`src/rtl/rf_wb_arbiter.sv`:
```
// rf_wb_arbiter: shares the register-file write port between the single-cycle
// ALU/load writeback path and a multi-cycle MDU. MDU results are buffered in a
// small FIFO and drained on cycles when the ALU is idle. A busy scoreboard of
// outstanding MDU destinations stalls the core on RAW/WAW/issue hazards, and a
// starvation counter forces a drain when the ALU monopolises the port.
module rf_wb_arbiter #(
  parameter int DATA_W       = 32,
  parameter int ADDR_W       = 5,
  parameter int FIFO_DEPTH   = 2,
  parameter int STARVE_LIMIT = 4
) (
  input  logic              clk,
  input  logic              rst,
  input  logic              alu_wr_en,
  input  logic [ADDR_W-1:0] alu_rw,
  input  logic [DATA_W-1:0] alu_data,
  input  logic [ADDR_W-1:0] ra,
  input  logic [ADDR_W-1:0] rb,
  input  logic              issue_valid,
  input  logic [ADDR_W-1:0] issue_rw,
  input  logic              md_valid,
  input  logic [ADDR_W-1:0] md_rw,
  input  logic [DATA_W-1:0] md_data,
  output logic              md_ready,
  output logic              rf_regWr,
  output logic [ADDR_W-1:0] rf_Rw,
  output logic [DATA_W-1:0] rf_busW,
  output logic              stall,
  output logic [31:0]       busy_vec
);

  localparam int PTR_W = (FIFO_DEPTH > 2) ? $clog2(FIFO_DEPTH) : 1;
  localparam int CNT_W = $clog2(FIFO_DEPTH + 1);
  localparam int STV_W = $clog2(STARVE_LIMIT + 1);

  // FIFO storage and bookkeeping
  logic [ADDR_W-1:0] fifoRw   [FIFO_DEPTH];
  logic [DATA_W-1:0] fifoData [FIFO_DEPTH];
  logic [PTR_W-1:0]  rdPtrR;
  logic [PTR_W-1:0]  wrPtrR;
  logic [CNT_W-1:0]  countR;
  logic [CNT_W-1:0]  countNextS;
  logic              mdReadyR;

  // Scoreboard, starvation tracking and last-driven write port values
  logic [31:0]       busyR;
  logic [31:0]       busyNextS;
  logic [STV_W-1:0]  starveR;
  logic [STV_W-1:0]  starveNextS;
  logic              forceDrainR;
  logic [ADDR_W-1:0] lastRwR;
  logic [DATA_W-1:0] lastDataR;

  logic              emptyS;
  logic              pushS;
  logic              popS;
  logic              issueS;
  logic              stallS;
  logic [ADDR_W-1:0] headRwS;
  logic [DATA_W-1:0] headDataS;

  assign headRwS   = fifoRw[rdPtrR];
  assign headDataS = fifoData[rdPtrR];
  assign md_ready  = mdReadyR;
  assign busy_vec  = busyR;
  assign stall     = stallS;

  // FIFO handshake decode and next occupancy; a zero destination is swallowed
  always_comb begin
    emptyS = (countR == {CNT_W{1'b0}});
    pushS  = md_valid && mdReadyR && (md_rw != {ADDR_W{1'b0}});
    popS   = !alu_wr_en && !emptyS;
    case ({pushS, popS})
      2'b10:   countNextS = countR + CNT_W'(1);
      2'b01:   countNextS = countR - CNT_W'(1);
      default: countNextS = countR;
    endcase
  end

  // Hazard detection; busy bit 0 is never set so R0 never stalls
  always_comb begin
    stallS = forceDrainR
           | busyR[ra]
           | busyR[rb]
           | (alu_wr_en & busyR[alu_rw])
           | (issue_valid & busyR[issue_rw]);
    issueS = issue_valid && !stallS && (issue_rw != {ADDR_W{1'b0}});
  end

  // Scoreboard next state: set on accepted issue, clear on commit of the head
  always_comb begin
    busyNextS = 32'd0;
    for (int i = 1; i < 32; i++) begin
      busyNextS[i] = (busyR[i] | (issueS && (issue_rw == ADDR_W'(i))))
                   & ~(popS && (headRwS == ADDR_W'(i)));
    end
  end

  // Starvation counter next state: counts cycles a waiting result loses the port
  always_comb begin
    if (popS || emptyS) begin
      starveNextS = {STV_W{1'b0}};
    end else if (alu_wr_en && (starveR != STV_W'(STARVE_LIMIT))) begin
      starveNextS = starveR + STV_W'(1);
    end else begin
      starveNextS = starveR;
    end
  end

  // Write port mux: ALU has absolute priority, otherwise drain the FIFO head
  always_comb begin
    if (rst) begin
      rf_regWr = 1'b0;
      rf_Rw    = lastRwR;
      rf_busW  = lastDataR;
    end else if (alu_wr_en) begin
      rf_regWr = 1'b1;
      rf_Rw    = alu_rw;
      rf_busW  = alu_data;
    end else if (!emptyS) begin
      rf_regWr = 1'b1;
      rf_Rw    = headRwS;
      rf_busW  = headDataS;
    end else begin
      rf_regWr = 1'b0;
      rf_Rw    = lastRwR;
      rf_busW  = lastDataR;
    end
  end

  // FIFO pointers, occupancy and registered ready flag
  always_ff @(posedge clk or posedge rst) begin
    if (rst) begin
      rdPtrR   <= {PTR_W{1'b0}};
      wrPtrR   <= {PTR_W{1'b0}};
      countR   <= {CNT_W{1'b0}};
      mdReadyR <= 1'b0;
    end else begin
      if (pushS) begin
        wrPtrR <= (wrPtrR == PTR_W'(FIFO_DEPTH - 1)) ? {PTR_W{1'b0}} : wrPtrR + PTR_W'(1);
      end
      if (popS) begin
        rdPtrR <= (rdPtrR == PTR_W'(FIFO_DEPTH - 1)) ? {PTR_W{1'b0}} : rdPtrR + PTR_W'(1);
      end
      countR   <= countNextS;
      mdReadyR <= (countNextS != CNT_W'(FIFO_DEPTH));
    end
  end

  // FIFO payload storage; contents are meaningless while the FIFO is empty
  always_ff @(posedge clk) begin
    if (pushS) begin
      fifoRw[wrPtrR]   <= md_rw;
      fifoData[wrPtrR] <= md_data;
    end
  end

  // Scoreboard, starvation counter and forced-drain flag
  always_ff @(posedge clk or posedge rst) begin
    if (rst) begin
      busyR       <= 32'd0;
      starveR     <= {STV_W{1'b0}};
      forceDrainR <= 1'b0;
    end else begin
      busyR   <= busyNextS;
      starveR <= starveNextS;
      if (popS) begin
        forceDrainR <= 1'b0;
      end else if (starveNextS == STV_W'(STARVE_LIMIT)) begin
        forceDrainR <= 1'b1;
      end
    end
  end

  // Remember the last address/data driven so idle cycles hold them
  always_ff @(posedge clk or posedge rst) begin
    if (rst) begin
      lastRwR   <= {ADDR_W{1'b0}};
      lastDataR <= {DATA_W{1'b0}};
    end else if (rf_regWr) begin
      lastRwR   <= rf_Rw;
      lastDataR <= rf_busW;
    end
  end

endmodule

```
`config.mk`:
```
export PLATFORM = sky130hd
export DESIGN_NAME = rf_wb_arbiter
export DESIGN_NICKNAME = d
export VERILOG_FILES = /design/src/rtl/rf_wb_arbiter.sv
export SDC_FILE = /design/constraint.sdc
export NUM_CORES = 1
export LEC_CHECK = 0
export BUFFER_PORTS_ARGS = -buffer_cell sky130_fd_sc_hd__buf_2
export CAP_MARGIN = 0
export CORE_MARGIN = 8
export CORE_UTILIZATION = 50
export CTS_BUF_LIST = sky130_fd_sc_hd__clkbuf_4
export DETAILED_ROUTE_END_ITERATION = 10
export GPL_TIMING_DRIVEN = 0
export PLACE_DENSITY = 0.77
export SLEW_MARGIN = 5
export SYNTH_ARGS = -nofsm -noshare
export SYNTH_HDL_FRONTEND = slang
export SYNTH_SLANG_ARGS = --single-unit
```
`constraint.sdc`:
```
create_clock -name clk -period 6.58 [get_ports clk]
set_input_delay 0.658 -clock clk [delete_from_list [all_inputs] [get_ports clk]]
set_output_delay 0.658 -clock clk [all_outputs]
set_load 0.05 [all_outputs]
```
==> results.py, run 1 <==
metrics = {
    "clock_tree": {
        "root_buffer": "clkbuf_4",
        "insertion_delay_ns": 0.55,
        "cts_hold_buf": 0,
        "ctsResizeCount": 0,
        "htree_levels": 4,
        "cts_tree": "done",
        "cts-buffers-inserted": 17,
        "cts_buffer_depth": 2,
        "cts_sinks": 151,
        "postCtsSetupBuffers": 0,
        "path_clk_slew_ns": 0.12,
    },
    "global_routing": {
        "antenna_found_initial": 3,
        "grt_pass1_wl_mm": 34.6,
        "grt_overflow": 0,
        "grt.total_usage": 0.222,
        "grt_max_degree": 46,
        "grt_pass1_vias": 6539,
    },
    "detailed_routing": {
        "vias_per_cell": 6.08,
        "drt_iter0_drc": 498,
        "ant_nets": 0,
        "route.detailed.drc": 0,
        "wire_per_inst_um": 21.1,
        "first_pass_iters": 5,
        "drt-total-wl_mm": 22.2,
        "vias": 6410,
    },
    "worst_setup_path": {
        "worstPathArrival_ns": 3.18,
        "worstReg2RegStart": "busy_vec[13]",
        "cp-end-kind": "output port",
        "worstPathMaxFanout": 10,
        "rr_worst_depth": 6,
        "setup.worst_path.class": "register to output port",
        "r2r_slack_ns": 4.10,
        "r2r-end": "busy_vec[22]",
        "required_ns": 5.92,
        "cp-start-kind": "register",
    },
    "synthesis": {
        "ys_ff_latch": 151,
        "synth.avg_cell_area_um2": 11.5,
        "synth_edf_count": 74,
        "synth_warnings": 0,
        "async_flop_share": 0.510,
        "syn_inst": 674,
        "syn_area_mm2": 0.00778,
        "synthDistinctLibCells": 55,
        "synth_ff_type": "dfrtp_1",
        "ys_seq_area_frac": 0.534,
        "syn_nets": 771,
    },
    "power": {
        "p_comb_frac": 0.404,
        "p_switching_mw": 1.28,
        "p_leak_nw": 3.99,
        "internal_power_mw": 1.85,
        "swShare": 0.409,
        "power_mw": 3.13,
        "ir_drop_mv": 0.252,
        "power.share.clock": 0.178,
        "power_frac_seq": 0.418,
        "powerDensity_mw_per_mm2": 341,
    },
    "min_path": {
        "min_from": "md_data[14]",
        "holdCritPathClass": "input pin to register",
        "whs_path_depth": 1,
        "whs_endpoint": "fifoData[1][14]",
    },
    "final_layout": {
        "n_fill_cell": 1235,
        "fin_nets": 950,
        "synthToLayoutAreaGrowth_pct": 17.9,
        "drive_above_1_share": 0.275,
        "antenna_cells": 0,
    },
    "sta": {
        "relSlewSlack": 0.503,
        "fmax_mhz": 260,
        "final.setup_skew_ns": 0.0182,
        "whs_ns": 0.283,
        "finalSetupViolations": 0,
        "slew_viol_final": 0,
        "rsz0062_at_grt": "false",
        "finalCritPeriodShare": 0.584,
        "tns_ns": 0,
        "tightest_slew_ns": 0.746,
        "hold_viol_final": 0,
        "layout_min_cycle_time_ns": 3.84,
    },
    "floorplan": {
        "start_util": 0.512,
        "rows": 45,
        "core_area_mm2": 0.0152,
        "die_area_mm2": 0.0198,
        "die_height_um": 141,
        "die_x_um": 141,
        "boundaryPins": 166,
    },
    "placed_design": {
        "dp_hpwl_mm": 16.6,
        "gp_congestion": 0.907,
        "io_buffer_count": 157,
    },
    "flow_run": {
        "drv_cap": 0,
    },
    "status": {
        "status": "finished clean",
    },
}
-- power by group through the flow --
stage	Clock (mW)	Sequential, mW	Combinational (mW)
2_1_floorplan	0	1.34	0.890
3_3_place_gp	0	1.32	1.21
3_5_place_dp	0	1.32	1.26
4_1_cts	0.566	1.30	1.27
5_1_grt	0.605	1.32	1.35
6_report	0.558	1.31	1.26
-- area by class of cell --
type                            count  area (µm²)  share of cell area
Inverter                           34         128              0.0139
Timing Repair Buffer              160         861              0.0939
Buffer                             42         199              0.0217
Sequential cell                   151        4150               0.453
Tap cell                          188         235              0.0257
Multi-Input combinational cell    447        3320               0.362
Clock buffer                       19         143              0.0156
Clock inverter                     13         131              0.0143
-- metrics by stage --
stage | instances | util | worst slack [ns] | instance area [µm²]
floorplan | 674 | - | 2.04 | 7780
global placement | 1019 | 0.579 | 0.813 | 8800
detailed placement | 1022 | 0.585 | 3.11 | 8890
CTS | 1054 | 0.603 | 2.69 | 9170
global route | 1054 | 0.603 | 2.47 | 9170
finish | 1054 | 0.603 | 2.74 | 9170
-- placed cells by master (no fill, tap or decap), drive strengths merged, types with 3 or more instances in the layout --
master	n
xnor2	4
nand3	7
inv	34
mux2i	60
a22oi	8
o211ai	8
mux2	14
edfxtp	74
a221oi	3
clkbuf	45
ha	3
nand2	66
mux4	13
nand2b	3
nor2	25
and2	5
o22ai	30
a21oi	36
dfrtp	77
buf	176
nand4	8
nor2b	8
o21ai	49
clkinv	9
a22o	66
-- worst max-delay path: stages (launching register included) --
cell	delay [ns]
dfrtp_1	0.34
clkbuf_1	0.27
buf_2	0.36
buf_1	0.61
mux2i_1	0.17
o21ai_0	0.36
a22o_1	0.23
buf_2	0.28
-- per-layer routing --
layer  vias to the layer above  global-route usage  wire (µm)
li1                       2926                   -          -
met1                      3107               0.272       9070
met2                       329               0.360      10500
met3                        42              0.0783       2210
met4                         6              0.0735        333
met5                         -                   0         35
-- worst max path at each step --
stage               slack (ns)   start  depth (start not counted)           to
floorplan                 2.04     rst                          3  rf_busW[15]
global placement          0.81     rst                          5  rf_busW[15]
detailed placement        3.11   ra[1]                          9        stall
CTS                       2.69  rdPtrR                          7  rf_busW[11]
global route              2.47  rdPtrR                          7  rf_busW[11]
finish                    2.74  rdPtrR                          7  rf_busW[11]
-- sequential cells by signal, indices dropped and copies added (netlist names) --
signal       count
fifoData        64
lastDataR       32
busy_vec        31
fifoRw          10
lastRwR          5
starveR          3
countR           2
forceDrainR      1
md_ready         1
rdPtrR           1
wrPtrR           1
-- cells by family after synthesis --
kind of cell / synth area share
AOI/OAI and AO/OA: 0.186
xor gates and xnor gates: 0.00676
adders and majority gates: 0.00483
buffers and inverters: 0.0415
DFF: 0.534
muxes: 0.138
other: 0.000482
and+or+nand+nor: 0.0883
-- cells in the mapped netlist, drive strengths merged, types with 2 or more instances --
cell type | instances | area share
a22oi | 8 | 0.0077
xor2 | 2 | 0.0023
o211ai | 8 | 0.0077
and3 | 2 | 0.0016
a2bb2oi | 2 | 0.0023
a221oi | 3 | 0.0034
a211oi | 2 | 0.0019
nand2b | 3 | 0.0024
xnor2 | 4 | 0.0045
mux2i | 60 | 0.077
ha | 3 | 0.0048
nor3 | 2 | 0.0013
inv | 33 | 0.016
o21ai | 49 | 0.032
clkbuf | 26 | 0.013
o22ai | 30 | 0.024
a22o | 66 | 0.074
buf | 16 | 0.013
nor2b | 8 | 0.0064
nand4 | 8 | 0.010
nand2 | 66 | 0.032
mux2 | 14 | 0.020
nand3 | 7 | 0.0045
a21oi | 36 | 0.023
nor2 | 25 | 0.012
mux4 | 13 | 0.041
dfrtp | 77 | 0.25
and2 | 5 | 0.0040
a2111oi | 2 | 0.0023
nor3b | 2 | 0.0019
o2111ai | 2 | 0.0023
edfxtp | 74 | 0.29
nand3b | 2 | 0.0019
(Power assumes the default switching activity.)
==> run 2: changes to the inputs <==
clock period = 3.6 ns   (was 6.58 ns; I/O delays follow)
==> run 2 against run 1 <==
Compared with the run above:
- sequential share of layout area shrank 1.9 points
- die area is the same
- largest cell class unchanged
- via count grew 3.2%
- register-to-register slack lost 2.9 ns
- clock skew shrank 0.0046 ns
- critical endpoint is now stall
- combinational power grew 86%
- largest power group unchanged
==> results.py, run 2 (synthesis results as in run 1) <==
metrics = {
    "status": {
        "status": "finished clean",
    },
    "power": {
        "p_leak_nw": 4.17,
        "swShare": 0.400,
        "power_mw": 5.88,
        "p_comb_frac": 0.398,
        "p_switching_mw": 2.35,
        "internal_power_mw": 3.53,
        "power.share.clock": 0.196,
        "powerDensity_mw_per_mm2": 614,
        "ir_drop_mv": 0.456,
        "power_frac_seq": 0.406,
    },
    "global_routing": {
        "grt_pass1_vias": 6775,
        "grt_pass1_wl_mm": 35.8,
        "grt_overflow": 0,
        "grt_max_degree": 58,
        "grt.total_usage": 0.228,
        "antenna_found_initial": 0,
    },
    "detailed_routing": {
        "first_pass_iters": 5,
        "route.detailed.drc": 0,
        "vias_per_cell": 6.06,
        "ant_nets": 0,
        "drt-total-wl_mm": 22.8,
        "vias": 6614,
        "wire_per_inst_um": 20.9,
        "drt_iter0_drc": 614,
    },
    "clock_tree": {
        "insertion_delay_ns": 0.55,
        "cts-buffers-inserted": 17,
        "postCtsSetupBuffers": 0,
        "htree_levels": 4,
        "path_clk_slew_ns": 0.13,
        "root_buffer": "clkbuf_4",
        "cts_buffer_depth": 2,
        "cts_tree": "done",
        "cts_sinks": 151,
    },
    "sta": {
        "whs_ns": 0.0721,
        "layout_min_cycle_time_ns": 3.31,
        "finalSetupViolations": 0,
        "tightest_slew_ns": 0.652,
        "tns_ns": 0,
        "final.setup_skew_ns": 0.0136,
        "fmax_mhz": 302,
        "slew_viol_final": 0,
        "rsz0062_at_grt": "false",
        "setup_slack_ns": 0.287,
        "relSlewSlack": 0.563,
        "finalCritPeriodShare": 0.920,
        "hold_viol_final": 0,
    },
    "placed_design": {
        "place_ws_ns": 0.694,
        "io_buffer_count": 157,
        "gp_congestion": 0.941,
        "dp_hpwl_mm": 16.3,
    },
    "floorplan": {
        "boundaryPins": 166,
        "rows": 45,
        "die_x_um": 141,
        "start_util": 0.512,
        "die_area_mm2": 0.0198,
        "core_area_mm2": 0.0152,
        "die_height_um": 141,
    },
    "final_layout": {
        "antenna_cells": 0,
        "final_common_cell": "buf_2",
        "n_fill_cell": 1209,
        "drive_above_1_share": 0.265,
        "final_cell_mix": "buf_2, dfrtp_1, edfxtp_1",
        "post-route-util": 0.630,
        "regMostFlops": "fifoData",
        "largest_reg_flops": 64,
        "fin_nets": 987,
        "synthToLayoutAreaGrowth_pct": 23.1,
    },
    "worst_setup_path": {
        "worstReg2RegStart": "busy_vec[4]",
        "r2r-end": "busy_vec[10]",
        "cp-end-kind": "output port",
        "rr_worst_depth": 8,
        "cpPeakStageDelay_ns": 0.51,
        "r2r_slack_ns": 1.15,
        "cp-start-kind": "register",
        "worstPathMaxFanout": 10,
        "required_ns": 3.24,
        "worstPathArrival_ns": 2.95,
        "setup.worst_path.class": "register to output port",
        "cp_cell_sequence": "inv_1, mux4_2, a2111oi_0, nor3_1, and4b_4, buf_6, nand2_1, buf_2",
        "cp_slowest_cell": "dfrtp_1",
        "cp-startpoint": "busy_vec[4]",
    },
    "min_path": {
        "holdCritPathClass": "input pin to async pin",
    },
    "flow_run": {
        "drv_cap": 0,
    },
}
run 2: cell count changes in the layout (fill, tap and decap cells not counted), moves of 2 or more:
cell / change
inv_4: +2
bufinv_16: +2
clkinv_2: -4
inv_2: +2
clkbuf_2: +2
buf_1: -2
dlygate4sd3_1: +37
run 2: area by class of cell:
type                            count  area, µm²  area share
Multi-Input combinational cell    447       3320       0.347
Sequential cell                   151       4150       0.434
Inverter                           34        128      0.0133
Clock inverter                     14        179      0.0187
Clock buffer                       18        135      0.0141
Buffer                             42        201      0.0210
Tap cell                          188        235      0.0246
Timing Repair Buffer              197       1220       0.128
run 2: per-stage QoR:
step                std cells  cell area [µm²]
floorplan                 674             7780
global placement         1019             8800
detailed placement       1022             8880
CTS                      1090             9560
global route             1091             9570
finish                   1091             9570
run 2: power by group through the flow:
stage / Combinational [mW] / Sequential (mW) / Clock, mW
final: 2.34 / 2.39 / 1.15
after global routing: 2.50 / 2.41 / 1.26
after CTS: 2.33 / 2.38 / 1.17
after detailed placement: 2.30 / 2.40 / 0
after global placement: 2.22 / 2.41 / 0
after floorplan: 1.63 / 2.44 / 0
run 2: critical path, delay by kind of cell, from the launching register on:
kind | cells | cell delay (ns)
flops | 1 | 0.51
compound gates | 1 | 0.51
buf+inv | 3 | 0.50
mux | 1 | 0.47
simple gates | 3 | 0.42
run 2: metal layers:
metal | part of all wire | track usage | vias up
li1 | - | - | 3000
met2 | 0.48 | 0.371 | 330
met3 | 0.10 | 0.0749 | 39
met5 | 0 | 0 | -
met1 | 0.40 | 0.280 | 3245
met4 | 0.023 | 0.0803 | 0
run 2: how the worst max path moves through the flow:
stage                            endpoint  depth (start not counted)  slack [ns]
final                               stall                          8        0.29
after global routing          rf_busW[19]                          7        0.17
after detailed placement       rf_busW[1]                          7        0.69
after global placement    fifoData[0][25]                          4       -0.13
after CTS                      rf_busW[1]                          7        0.06
after floorplan            fifoData[0][0]                          2        0.68
run 2: repair_timing:
| action | in CTS | in global routing |
|---|---|---|
| hold buffers | 36 | 1 |
| resized for setup | 0 | 2 |
| setup endpoints to repair | 0 | 14 |
| hold endpoints to repair | 72 | 2 |
